## config.mk

```make
export PLATFORM = sky130hd
export DESIGN_NAME = core_alu_latched
export DESIGN_NICKNAME = d
export VERILOG_FILES = /design/src/rtl/core_alu_latched.sv
export SDC_FILE = /design/constraint.sdc
export NUM_CORES = 1
export LEC_CHECK = 0
export BUFFER_PORTS_ARGS = -buffer_cell sky130_fd_sc_hd__buf_4
export CORE_ASPECT_RATIO = 1.75
export CORE_UTILIZATION = 35
export DETAILED_ROUTE_END_ITERATION = 16
export PLACE_DENSITY = 0.54
export SKIP_LAST_GASP = 1
export SYNTH_ARGS = -nofsm -noshare
export SYNTH_HDL_FRONTEND = slang
export SYNTH_SLANG_ARGS = --single-unit
```

## constraint.sdc

```tcl
create_clock -name I_clock -period 7.9 [get_ports I_clock]
set_clock_uncertainty 0.2 [all_clocks]
set_input_delay 1.185 -clock I_clock [delete_from_list [all_inputs] [get_ports I_clock]]
set_output_delay 1.185 -clock I_clock [all_outputs]
set_load 0.02 [all_outputs]
```

## src/rtl/core_alu_latched.sv

```systemverilog
// 8-bit 6502/2A03-style ALU with combinational N/V/Z/C and an enable-gated output register.
// Define CORE_ALU_DECIMAL_EN to add the I_decimal port and BCD-corrected ADC/SBC.
module core_alu_latched #(
    parameter logic [7:0] RESET_RESULT = 8'h00,
    parameter logic [3:0] RESET_FLAGS  = 4'h0
) (
    input  logic       I_clock,
    input  logic       I_reset,
    input  logic       I_enable,
    input  logic [3:0] I_control,
    input  logic [3:0] I_mask_p,
    input  logic [7:0] I_lhs,
    input  logic [7:0] I_rhs,
    input  logic       I_carry,
    input  logic       I_overflow,
    input  logic       I_sign,
    input  logic       I_zero,
`ifdef CORE_ALU_DECIMAL_EN
    input  logic       I_decimal,
`endif
    output logic [7:0] O_result,
    output logic       O_carry,
    output logic       O_overflow,
    output logic       O_sign,
    output logic       O_zero,
    output logic [7:0] Q_result,
    output logic [3:0] Q_flags
);

    typedef enum logic [3:0] {
        OP_NOP = 4'd0,
        OP_OR  = 4'd1,
        OP_AND = 4'd2,
        OP_EOR = 4'd3,
        OP_ADC = 4'd4,
        OP_SBC = 4'd5,
        OP_CMP = 4'd6,
        OP_ASL = 4'd7,
        OP_LSR = 4'd8,
        OP_ROL = 4'd9,
        OP_ROR = 4'd10,
        OP_INC = 4'd11,
        OP_DEC = 4'd12,
        OP_BIT = 4'd13,
        OP_LDA = 4'd14,
        OP_RSV = 4'd15
    } op_e;

    op_e        op;
    logic [7:0] addend;
    logic       add_cin;
    logic [8:0] sum;
    logic [7:0] ovf_vec;
    logic       add_v;
    logic [7:0] arith_r;
    logic       arith_c;

    logic [7:0] res;
    logic       c_op;
    logic       v_op;
    logic       n_op;
    logic       z_op;

    logic [7:0] result_q;
    logic [7:0] result_d;
    logic [3:0] flags_q;
    logic [3:0] flags_d;

    assign op = op_e'(I_control);

    // SBC and CMP share the adder by inverting rhs; CMP forces carry-in.
    always_comb begin
        addend  = I_rhs;
        add_cin = I_carry;
        if (op == OP_SBC || op == OP_CMP) begin
            addend = ~I_rhs;
        end
        if (op == OP_CMP) begin
            add_cin = 1'b1;
        end
        sum     = {1'b0, I_lhs} + {1'b0, addend} + {8'd0, add_cin};
        ovf_vec = ~(I_lhs ^ addend) & (I_lhs ^ sum[7:0]);
        add_v   = ovf_vec[7];
    end

`ifdef CORE_ALU_DECIMAL_EN
    logic [4:0] lo_raw;
    logic [4:0] hi_raw;
    logic       lo_c;
    logic       hi_c;
    logic [3:0] lo_dig;
    logic [3:0] hi_dig;

    // Nibble-wise BCD fixup; N/V/Z still come from the binary sum.
    always_comb begin
        lo_raw  = 5'd0;
        hi_raw  = 5'd0;
        lo_c    = 1'b0;
        hi_c    = 1'b0;
        lo_dig  = 4'd0;
        hi_dig  = 4'd0;
        arith_r = sum[7:0];
        arith_c = sum[8];
        if (I_decimal && op == OP_ADC) begin
            lo_raw  = {1'b0, I_lhs[3:0]} + {1'b0, I_rhs[3:0]} + {4'd0, I_carry};
            lo_c    = (lo_raw > 5'd9);
            lo_dig  = lo_c ? (lo_raw[3:0] + 4'd6) : lo_raw[3:0];
            hi_raw  = {1'b0, I_lhs[7:4]} + {1'b0, I_rhs[7:4]} + {4'd0, lo_c};
            hi_c    = (hi_raw > 5'd9);
            hi_dig  = hi_c ? (hi_raw[3:0] + 4'd6) : hi_raw[3:0];
            arith_r = {hi_dig, lo_dig};
            arith_c = hi_c;
        end else if (I_decimal && op == OP_SBC) begin
            lo_raw  = {1'b0, I_lhs[3:0]} - {1'b0, I_rhs[3:0]} - {4'd0, ~I_carry};
            lo_c    = lo_raw[4];
            lo_dig  = lo_c ? (lo_raw[3:0] - 4'd6) : lo_raw[3:0];
            hi_raw  = {1'b0, I_lhs[7:4]} - {1'b0, I_rhs[7:4]} - {4'd0, lo_c};
            hi_c    = hi_raw[4];
            hi_dig  = hi_c ? (hi_raw[3:0] - 4'd6) : hi_raw[3:0];
            arith_r = {hi_dig, lo_dig};
            arith_c = ~hi_c;
        end
    end
`else
    always_comb begin
        arith_r = sum[7:0];
        arith_c = sum[8];
    end
`endif

    always_comb begin
        res  = I_lhs;
        c_op = I_carry;
        v_op = I_overflow;
        n_op = I_sign;
        z_op = I_zero;
        unique case (op)
            OP_OR: res = I_lhs | I_rhs;
            OP_AND: res = I_lhs & I_rhs;
            OP_EOR: res = I_lhs ^ I_rhs;
            OP_ADC, OP_SBC: begin
                res  = arith_r;
                c_op = arith_c;
                v_op = add_v;
            end
            OP_CMP: begin
                res  = sum[7:0];
                c_op = sum[8];
            end
            OP_ASL: begin
                res  = {I_lhs[6:0], 1'b0};
                c_op = I_lhs[7];
            end
            OP_LSR: begin
                res  = {1'b0, I_lhs[7:1]};
                c_op = I_lhs[0];
            end
            OP_ROL: begin
                res  = {I_lhs[6:0], I_carry};
                c_op = I_lhs[7];
            end
            OP_ROR: begin
                res  = {I_carry, I_lhs[7:1]};
                c_op = I_lhs[0];
            end
            OP_INC: res = I_lhs + 8'd1;
            OP_DEC: res = I_lhs - 8'd1;
            OP_BIT: begin
                res  = I_lhs & I_rhs;
                v_op = I_rhs[6];
            end
            OP_LDA: res = I_rhs;
            default: res = I_lhs;
        endcase

        // Flags derived from the binary sum in decimal mode.
        if (op != OP_NOP && op != OP_RSV) begin
            if (op == OP_ADC || op == OP_SBC) begin
                n_op = sum[7];
                z_op = (sum[7:0] == 8'd0);
            end else begin
                n_op = res[7];
                z_op = (res == 8'd0);
            end
        end
        if (op == OP_BIT) begin
            n_op = I_rhs[7];
        end
    end

    always_comb begin
        O_result   = res;
        O_carry    = I_mask_p[0] ? c_op : I_carry;
        O_zero     = I_mask_p[1] ? z_op : I_zero;
        O_overflow = I_mask_p[2] ? v_op : I_overflow;
        O_sign     = I_mask_p[3] ? n_op : I_sign;
    end

    always_comb begin
        result_d = result_q;
        flags_d  = flags_q;
        if (I_enable) begin
            result_d = O_result;
            flags_d  = {O_sign, O_overflow, O_zero, O_carry};
        end
    end

    always_ff @(posedge I_clock) begin
        if (I_reset) begin
            result_q <= RESET_RESULT;
            flags_q  <= RESET_FLAGS;
        end else begin
            result_q <= result_d;
            flags_q  <= flags_d;
        end
    end

    assign Q_result = result_q;
    assign Q_flags  = flags_q;

endmodule

```

Word-level counts from Yosys, hierarchy flattened
Index checks and enable logic that the tools add are counted.
{ "totals": {"ff_bits": 12, "in_bits": 31, "output_inout_bits": 24, "word_cells": 54} }
{ "op_classes": {"n_addsub": 4, "n_eq_ne": 15, "muxes": 14, "n_bitwise": 8, "n_reduce_logical": 11} }
{ "op_table": {"columns": ["op", "count"], "rows": [
  ["one-hot mux 8 bit (11 select lines)", 1],
  ["equality test 4 bit (second input constant)", 7],
  ["bitwise XOR 8 bit", 3],
  ["bitwise AND 8 bit", 2],
  ["equality test 4 x 3 -> 1 bit (second input constant)", 4],
  ["zero test 8 bit", 2],
  ["NOT 8 bit", 2],
  ["2-to-1 mux 1 bit", 10],
  ["adder 8 x 8 -> 9 bit", 1],
  ["adder 9 x 1 -> 9 bit", 1],
  ["adder 8 x 1 -> 8 bit (second input constant)", 1],
  ["equality test 4 x 2 -> 1 bit (second input constant)", 2],
  ["2-to-1 mux 8 bit", 1],
  ["bitwise OR 8 bit", 1],
  ["OR reduction 2 bit", 4],
  ["subtractor 8 x 1 -> 8 bit (second input constant)", 1],
  ["equality test 4 x 1 -> 1 bit (second input constant)", 1],
  ["inequality test 4 bit (second input constant)", 1],
  ["nonzero test 4 bit", 1],
  ["one-hot mux 1 bit (3 select lines)", 1],
  ["OR reduction 3 bit", 1],
  ["logical OR 1 bit", 2],
  ["one-hot mux 1 bit (2 select lines)", 1],
  ["logical AND 1 bit", 1]
]} }

Logic depth before layout (Yosys ltp)
Gate-level depths: netlist (run 1).
{ "logic_depth": {"depth_word": 10, "depth_mapped": 16, "ltp_nobuf": 12} }

Worst setup path before layout (run 1)
No wires, ideal clock.
{ "synth_timing": {"kind": "input port to output port", "startpoint": "input I_control[1]", "endpoint": "output O_zero", "arrival_time_ns": 5.934, "required_time_ns": 6.515, "path_slack_ns": 0.581, "stages": 15, "n_path_buf": 4, "cell_sequence": "clkbuf_1 > clkbuf_1 > clkbuf_1 > clkbuf_1 > nor2b_1 > o21ai_1 > xnor2_1 > fa_1 > fa_1 > xnor2_1 > nor2_1 > or4b_4 > or4_1 > or4b_1 > o21bai_1"} }
{ "synth_via": {"elab_chain_len": 10, "word_cells_on_any_way": 31, "cone_classes": "add/sub: 2; eq/ne: 15; mux: 6; reduce/logical: 8"} }
{ "synth_rtl": {"columns": ["element", "line", "text"], "rows": [
  ["start: declaration", "10", "input logic [3:0] I_control,"],
  ["equality test 4 x 3 -> 1 bit (on tied branches)", "75, 137, 78", null],
  ["logical OR 1 bit", "75", "if (op == OP_SBC || op == OP_CMP) begin"],
  ["2-to-1 mux 8 bit", "75", null],
  ["adder 8 x 8 -> 9 bit", "81", "sum = {1'b0, I_lhs} + {1'b0, addend} + {8'd0, add_cin};"],
  ["adder 9 x 1 -> 9 bit", "81", null],
  ["one-hot mux 8 bit (11 select lines) (*)", "137", "unique case (op)"],
  ["named net O_result[2]", "21", "output logic [7:0] O_result,"],
  ["zero test 8 bit (*)", "183", "z_op = (res == 8'd0);"],
  ["2-to-1 mux 1 bit (*)", "178", "if (op == OP_ADC || op == OP_SBC) begin"],
  ["2-to-1 mux 1 bit (*)", "177", "if (op != OP_NOP && op != OP_RSV) begin"],
  ["2-to-1 mux 1 bit (*)", "194", "O_zero = I_mask_p[1] ? z_op : I_zero;"],
  ["end: declaration", "25", "output logic O_zero,"]
]} }
The timed path passes the listed nets; every way through them passes the cells marked *.

Worst setup path after layout (run 1)
{ "layout_timing": {"startpoint": "input I_control[3]", "endpoint": "output O_zero"} }
{ "layout_via": {"elab_chain_len": 10, "word_cells_on_any_way": 31, "cone_classes": "add/sub: 2; eq/ne: 15; mux: 6; reduce/logical: 8"} }
{ "layout_rtl": {"columns": ["element", "line"], "rows": [
  ["equality test 4 x 3 -> 1 bit (on tied branches)", null],
  ["logical OR 1 bit", "75"],
  ["2-to-1 mux 8 bit", "75"],
  ["adder 8 x 8 -> 9 bit", "81"],
  ["adder 9 x 1 -> 9 bit", "81"],
  ["one-hot mux 8 bit (11 select lines)", "137"],
  ["zero test 8 bit", "183"],
  ["2-to-1 mux 1 bit", "178"],
  ["2-to-1 mux 1 bit (*)", "177"],
  ["2-to-1 mux 1 bit (*)", "194"]
]} }
Every way passes the cells marked *; elsewhere a longest branch is shown, timed or not.

==> metrics.md, run 1 <==
| Metric | Value |
|---|---|
| Die ar. | `7770 µm²` |
| Flop pwr share | `0.175` |
| Routed length on met3 | `559 µm` |
| Post-Syn Nets | `424` |
| Asr flop ratio synth | `0` |
| Comb power frac | `0.555` |
| Yosys reg bits | `12` |
| Commonest non-fill, non-tap cells in the layout | `55 x buf_4, 46 x nor2_1, 34 x nand2_1` |
| Hold Path Class | `reg2reg` |
| Max Cap Violations | `0` |
| First-pass GRT wire length | `14100 µm` |
| Status | `finished, final reports clean` |
| Worst-case reg-to-reg path depth | `3` |
| Worst endpoint required time | `6.51 ns` |
| Hold Path Sink | `Q_result[3]$_SDFFE_PP0P_` |
| Worst-Skew Late Latency | `0.25 ns` |
| Synth Area per Inst | `7.18 µm²` |
| XOR/XNOR Fraction of Synth Area | `0.0507` |
| Main combinational cell family by area after synthesis | `compound AO/OA/AOI/OAI gates` |
| Ys flop type | `dfxtp_1` |
| Largest net degree at the start of global routing | `40` |
| Num rows | `41` |
| Multiplexer share of the synthesized area | `0.0705` |
| CTS Hold Bufs | `0` |
| R2r setup slk | `6.98 ns` |
| Iter 0 DRT Violations | `183` |
| Worst Min Path Start | `Q_result[3]$_SDFFE_PP0P_` |
| Max FO, Critical Path | `34` |
| DRT Wirelength | `9050 µm` |
| Clock Pin Slew Worst Setup and Hold Paths | `0.04 ns` |
| Vias | `2907` |
| Setup TNS | `0 ns` |
| Final setup violation count | `0` |
| Area grow syn2layout | `20.0%` |
| Final ANT Viol Nets | `0` |
| Congestion Overflow GR | `0` |
| RSZ-0062 raised after global routing | `no` |
| Adder-cell area share of the yosys netlist | `0.163` |
| Clock network fraction of total power | `0.270` |
| Metal2 WL | `4630 µm` |
| Post-Synth Simple-Gate Area | `0.259` |
| Sw Pwr | `0.161 mW` |
| Max Slew Vio Count | `0` |
| IR drop worst, VDD | `0.0000539 V` |
| Endpoints failing hold | `0` |
| Setup Crit Path Kind | `in2out` |
| Fraction of layout cells with a size suffix above 1 | `0.173` |
| Post-route clock period utilization | `0.922` |
| DRC violation count after routing | `0` |
| Number of port buffers | `54` |
| Synth top area share | `0.140` |
| Vert. Die Dim | `116 µm` |
| Int Pwr | `0.232 mW` |
| Leakage | `1.40 nW` |
| Via density | `5.98` |
| CTS Buffer Depth | `2` |
| DRT met1 WL | `3350 µm` |
| PostCTS Resize Cnt | `0` |
| Total GRT Usage | `0.243` |
| Slew HR | `0.416` |
| Complex-gate fraction of the synthesized area | `0.298` |
| Initial antenna violation count | `0` |
| Num ports | `55` |
| Synth area leader | `ha_1` |
| Library cells used by synthesis | `66` |
| Gp weighted congestion | `0.892` |
| Synth area leaders | `ha_1 14%, dfxtp_1 9.3%, nor2_1 6.7%` |
| CP Launch Type | `input pin` |
| Critical R2R Launch | `Q_flags[1]$_SDFFE_PP0P_` |
| Htree depth | `1` |
| Sequential fraction of the synthesis area | `0.0927` |
| Clock root cell | `clkbuf_16` |
| Most common cell after layout, fill and taps aside | `buf_4` |
| Die width | `67.1 µm` |
| Initial core utilization | `0.361` |
| EDFF count, synth | `0` |
| Mapped Cells | `361` |
| WL/cell | `18.6 µm` |
| Switching Share | `0.409` |
| DR pass1 iterations | `5` |
| DP HPWL | `7350 µm` |
| Final #Nets | `464` |
| CTS buffer count | `3` |
| Top Metal Used | `met4` |
| # Post-CTS Setup Buffers | `0` |
| WHS | `0.286 ns` |
| Final antenna diode count | `0` |
| Core area | `7180 µm²` |
| Crit. End Element | `output port` |
| WHS Path Cells | `2` |
| Critical Path Source | `I_control[3]` |
| Tmin final | `7.28 ns` |
| YS warnings | `0` |
| Vias in the first global route | `2792` |
| WP data arrival | `5.90 ns` |
| Slew @ Worst Pin | `0.871 ns` |
| Synthesized cell area | `2590 µm²` |
| PwrDens | `126 nW/µm²` |
| # clock sinks | `12` |
| CTS tree | `yes` |
| Max Clk Rate | `137 MHz` |
| FF-to-FF End | `Q_flags[1]$_SDFFE_PP0P_` |
==> cell usage after synthesis (all sizes together), types with 4 or more instances <==
master,n
nor3,4
a21oi,22
o21ai,18
xnor2,13
dfxtp,12
nor3b,4
clkbuf,15
nand2b,4
nor2b,10
nand3,8
o21bai,4
o31ai,4
buf,5
nor2,46
a32oi,4
a22oi,4
inv,21
a221oi,4
a211oi,8
mux2i,16
o211ai,4
and3,6
nand2,34
ha,29
==> power groups by stage <==
stage          combinational [mW]  sequential (mW)  clock (mW)
2_1_floorplan               0.135           0.0762           0
3_3_place_gp                0.217           0.0700           0
3_5_place_dp                0.218           0.0700           0
4_1_cts                     0.218           0.0689       0.108
5_1_grt                     0.239           0.0695       0.111
6_report                    0.218           0.0688       0.106
==> layout make-up <==
| type | instances | area (µm²) |
|---|---|---|
| inverter | 21 | 78.8 |
| tap | 86 | 108 |
| sequential | 12 | 240 |
| timing repair buffer | 55 | 413 |
| clock buffer | 4 | 88.8 |
| multi-input combinational | 308 | 2180 |
| fill | 767 | 4070 |
==> worst max-delay path: stages <==
cell      delay (ns)
buf_4           0.22
nor2b_1         0.58
o21ai_1         0.51
xnor2_1         0.27
fa_1            0.48
fa_1            0.42
xnor2_1         0.22
nor2_1          0.08
or4b_4          0.54
or4_1           0.50
or4b_1          0.55
o21bai_1        0.16
buf_4           0.16
==> layer usage <==
metal | vias up | GRT usage
met5 | - | 0
met4 | 0 | 0.146
met3 | 30 | 0.0197
met2 | 134 | 0.446
met1 | 1321 | 0.259
li1 | 1422 | -
==> sequential cells by signal (all words and copies together), names as in the netlist <==
| name | cells |
|---|---|
| Q_result | 8 |
| Q_flags | 4 |
==> per-stage QoR <==
step | setup slack (ns) | utilization | power, mW | instance area [µm²] | std cells
after floorplan | 0.581 | - | 0.211 | 2590 | 361
after global placement | 0.695 | 0.421 | 0.287 | 3020 | 482
after detailed placement | 0.635 | 0.421 | 0.288 | 3020 | 482
after CTS | 0.617 | 0.433 | 0.395 | 3110 | 486
after global routing | 0.396 | 0.433 | 0.420 | 3110 | 486
final | 0.618 | 0.433 | 0.393 | 3110 | 486
==> how the worst max path moves through the flow <==
stage               slack [ns]  cells past startpoint  endpoint
floorplan                 0.58                     15    O_zero
global placement          0.70                     13    O_zero
detailed placement        0.64                     13    O_zero
CTS                       0.62                     13    O_zero
global route              0.40                     13    O_zero
finish                    0.62                     13    O_zero
==> cells by family after synthesis <==
family,Yosys count
and+or+nand+nor,135
AOI/OAI and AO/OA,108
buffers and inverters,41
adders and majority gates,32
muxes,18
xor gates and xnor gates,15
DFF,12
(Power assumes the default switching activity.)
==> inputs of run 2 (changes only) <==
==> constraint.sdc (replaced) <==
create_clock -name I_clock -period 7.9 [get_ports I_clock]
set_clock_uncertainty 0.2 [all_clocks]
set_input_delay 0.395 -clock I_clock [delete_from_list [all_inputs] [get_ports I_clock]]
set_output_delay 0.395 -clock I_clock [all_outputs]
set_load 0.02 [all_outputs]
==> run 2 against run 1 <==
Critical path depth is the same. Global-route usage grew 0.71 points. Utilization shrank 0.10 points. Fmax grew 28%. Hold slack lost 0.050 ns. Setup slack gained 1.6 ns. Sequential share of layout area is essentially flat. Clock-buffer cell count is the same. Final cell count shrank 0.21%. Power shrank 0.16%. Critical path type unchanged. Critical endpoint unchanged.
==> metrics.md, run 2 (same netlist as run 1, synthesis figures left out) <==
| Metric | Value |
|---|---|
| Area of the multi-input gates | `2180 µm² (unchanged)` |
| Max Clk Rate | `176 MHz (+28%)` |
| WHS | `0.236 ns (-0.0503 ns)` |
| Final antenna diode count | `0 (unchanged)` |
| Number of port buffers | `54 (unchanged)` |
| Max FO, Critical Path | `36 (+5.9%)` |
| Congestion Overflow GR | `0 (unchanged)` |
| Fill cells | `761 (-0.78%)` |
| DRT Wirelength | `9190 µm (+1.6%)` |
| Layout Cells excl Fill | `485 (-0.21%)` |
| PostCTS Resize Cnt | `0 (unchanged)` |
| Max FFs per register | `8 (unchanged)` |
| Post-route clock period utilization | `0.718 (-0.203)` |
| Worst-case reg-to-reg path depth | `3 (unchanged)` |
| Status | `finished, final reports clean` |
| Endpoints failing hold | `0 (unchanged)` |
| Final ANT Viol Nets | `0 (unchanged)` |
| CP max stage cell | `or4b_1` |
| Core area | `7180 µm² (unchanged)` |
| Die width | `67.1 µm (unchanged)` |
| Die ar. | `7770 µm² (unchanged)` |
| Initial antenna violation count | `0 (unchanged)` |
| Htree depth | `1 (unchanged)` |
| Gp weighted congestion | `0.904 (+1.3%)` |
| IR drop worst, VDD | `0.0000590 V (+9.4%)` |
| Worst path max stage delay | `0.55 ns (-0.03 ns)` |
| Fraction of layout cells with a size suffix above 1 | `0.170 (-0.00207)` |
| Setup Crit Path Kind | `in2out` |
| Leakage | `1.40 nW (-0.34%)` |
| # Post-CTS Setup Buffers | `0 (unchanged)` |
| Clock root cell | `clkbuf_16` |
| First-pass GRT wire length | `14600 µm (+3.4%)` |
| FF-to-FF End | `Q_flags[1]$_SDFFE_PP0P_` |
| Worst slack, placed | `2.20 ns (+1.57 ns)` |
| CTS tree | `yes` |
| Slew HR | `0.401 (-0.0148)` |
| Worst Setup EP | `O_zero` |
| Total GRT Usage | `0.250 (+0.00707)` |
| Crit. End Element | `output port` |
| R2r setup slk | `6.97 ns (about the same)` |
| CTS buffer count | `3 (unchanged)` |
| Total Power | `0.392 mW (-0.16%)` |
| CP Launch Type | `input pin` |
| DR pass1 iterations | `5 (unchanged)` |
| Vert. Die Dim | `116 µm (unchanged)` |
| Commonest non-fill, non-tap cells in the layout | `54 x buf_4, 46 x nor2_1, 34 x nand2_1` |
| Final worst slack | `2.23 ns (+1.61 ns)` |
| DRC violation count after routing | `0 (unchanged)` |
| WL/cell | `18.9 µm (+1.8%)` |
| Worst endpoint required time | `7.30 ns (+0.79 ns)` |
| Vias in the first global route | `2933 (+5.1%)` |
| Hold Path Class | `in2reg` |
| Via density | `5.93 (-0.86%)` |
| # clock sinks | `12 (unchanged)` |
| Num ports | `55 (unchanged)` |
| Final #Nets | `463 (-0.22%)` |
| Slew @ Worst Pin | `0.893 ns (+0.0221 ns)` |
| Area grow syn2layout | `19.7%` |
| DP HPWL | `7480 µm (+1.6%)` |
| Max Cap Violations | `0 (unchanged)` |
| CTS Buffer Depth | `2 (unchanged)` |
| RSZ-0062 raised after global routing | `no` |
| Initial core utilization | `0.361 (unchanged)` |
| Register area | `240 µm² (unchanged)` |
| Most common cell after layout, fill and taps aside | `buf_4` |
| Critical Path, Cell by Cell | `buf_4 > nor2b_1 > o21ai_1 > xnor2_1 > fa_1 > fa_1 > xnor2_1 > nor2_1 > or4b_4 > or4_1 > or4b_1 > o21bai_1 > buf_4` |
| PwrDens | `126 nW/µm² (about the same)` |
| Tmin final | `5.67 ns (-1.61 ns)` |
| Critical R2R Launch | `Q_flags[1]$_SDFFE_PP0P_` |
| Final setup violation count | `0 (unchanged)` |
| WP data arrival | `5.08 ns (-0.82 ns)` |
| Clock Pin Slew Worst Setup and Hold Paths | `0.05 ns (about the same)` |
| Max Slew Vio Count | `0 (unchanged)` |
| Vias | `2876 (-1.1%)` |
| DP Cell Count | `481 (-0.21%)` |
| Num rows | `41 (unchanged)` |
| Setup TNS | `0 ns (unchanged)` |
| Largest net degree at the start of global routing | `40 (unchanged)` |
| Worst-Skew Late Latency | `0.24 ns (about the same)` |
| Critical Path Source | `I_control[2]` |
| Iter 0 DRT Violations | `157 (-14%)` |
| CTS Hold Bufs | `0 (unchanged)` |
run 2: cell type report:
cell class                 instances  area share
inverter                          21      0.0254
sequential                        12      0.0774
clock buffer                       4      0.0286
tap                               86      0.0347
multi-input combinational        308       0.703
timing repair buffer              54       0.131
run 2: power breakdown:
part	switching (mW)	total, mW	internal (mW)
registers	0.00289	0.0691	0.0662
clock network	0.0276	0.104	0.0765
logic	0.130	0.219	0.0893
run 2: stage by stage:
step / area [µm²] / utilization
3_3_place_gp: 3010 / 0.420
2_1_floorplan: 2590 / -
6_report: 3100 / 0.432
3_5_place_dp: 3010 / 0.420
5_1_grt: 3100 / 0.432
4_1_cts: 3100 / 0.432
run 2: how the worst min path moves through the flow:
stage                                          end  slack [ns]                    start  cells after the start
after floorplan            Q_flags[2]$_SDFFE_PP0P_        0.35  Q_flags[2]$_SDFFE_PP0P_                      2
after global placement     Q_flags[2]$_SDFFE_PP0P_        0.27  Q_flags[2]$_SDFFE_PP0P_                      2
after detailed placement   Q_flags[2]$_SDFFE_PP0P_        0.29  Q_flags[2]$_SDFFE_PP0P_                      2
after CTS                 Q_result[7]$_SDFFE_PP0P_        0.24                  I_reset                      2
after global routing      Q_result[0]$_SDFFE_PP0P_        0.24                  I_reset                      2
final                     Q_result[1]$_SDFFE_PP0P_        0.24                  I_reset                      2
run 2: worst max-delay path: cells and delay by family:
| kind | cells | cell delay (ns) |
|---|---|---|
| buf+inv | 2 | 0.46 |
| simple gates | 5 | 2.15 |
| compound gates | 2 | 0.61 |
| xor+xnor | 2 | 0.53 |
| fa+ha+maj | 2 | 0.91 |
run 2: routing by layer:
metal	global-route usage	share of wire	vias to the layer above
li1	-	-	1414
met1	0.254	0.36	1324
met3	0.0128	0.047	33
met5	0	0	-
met2	0.480	0.53	105
met4	0.145	0.059	0
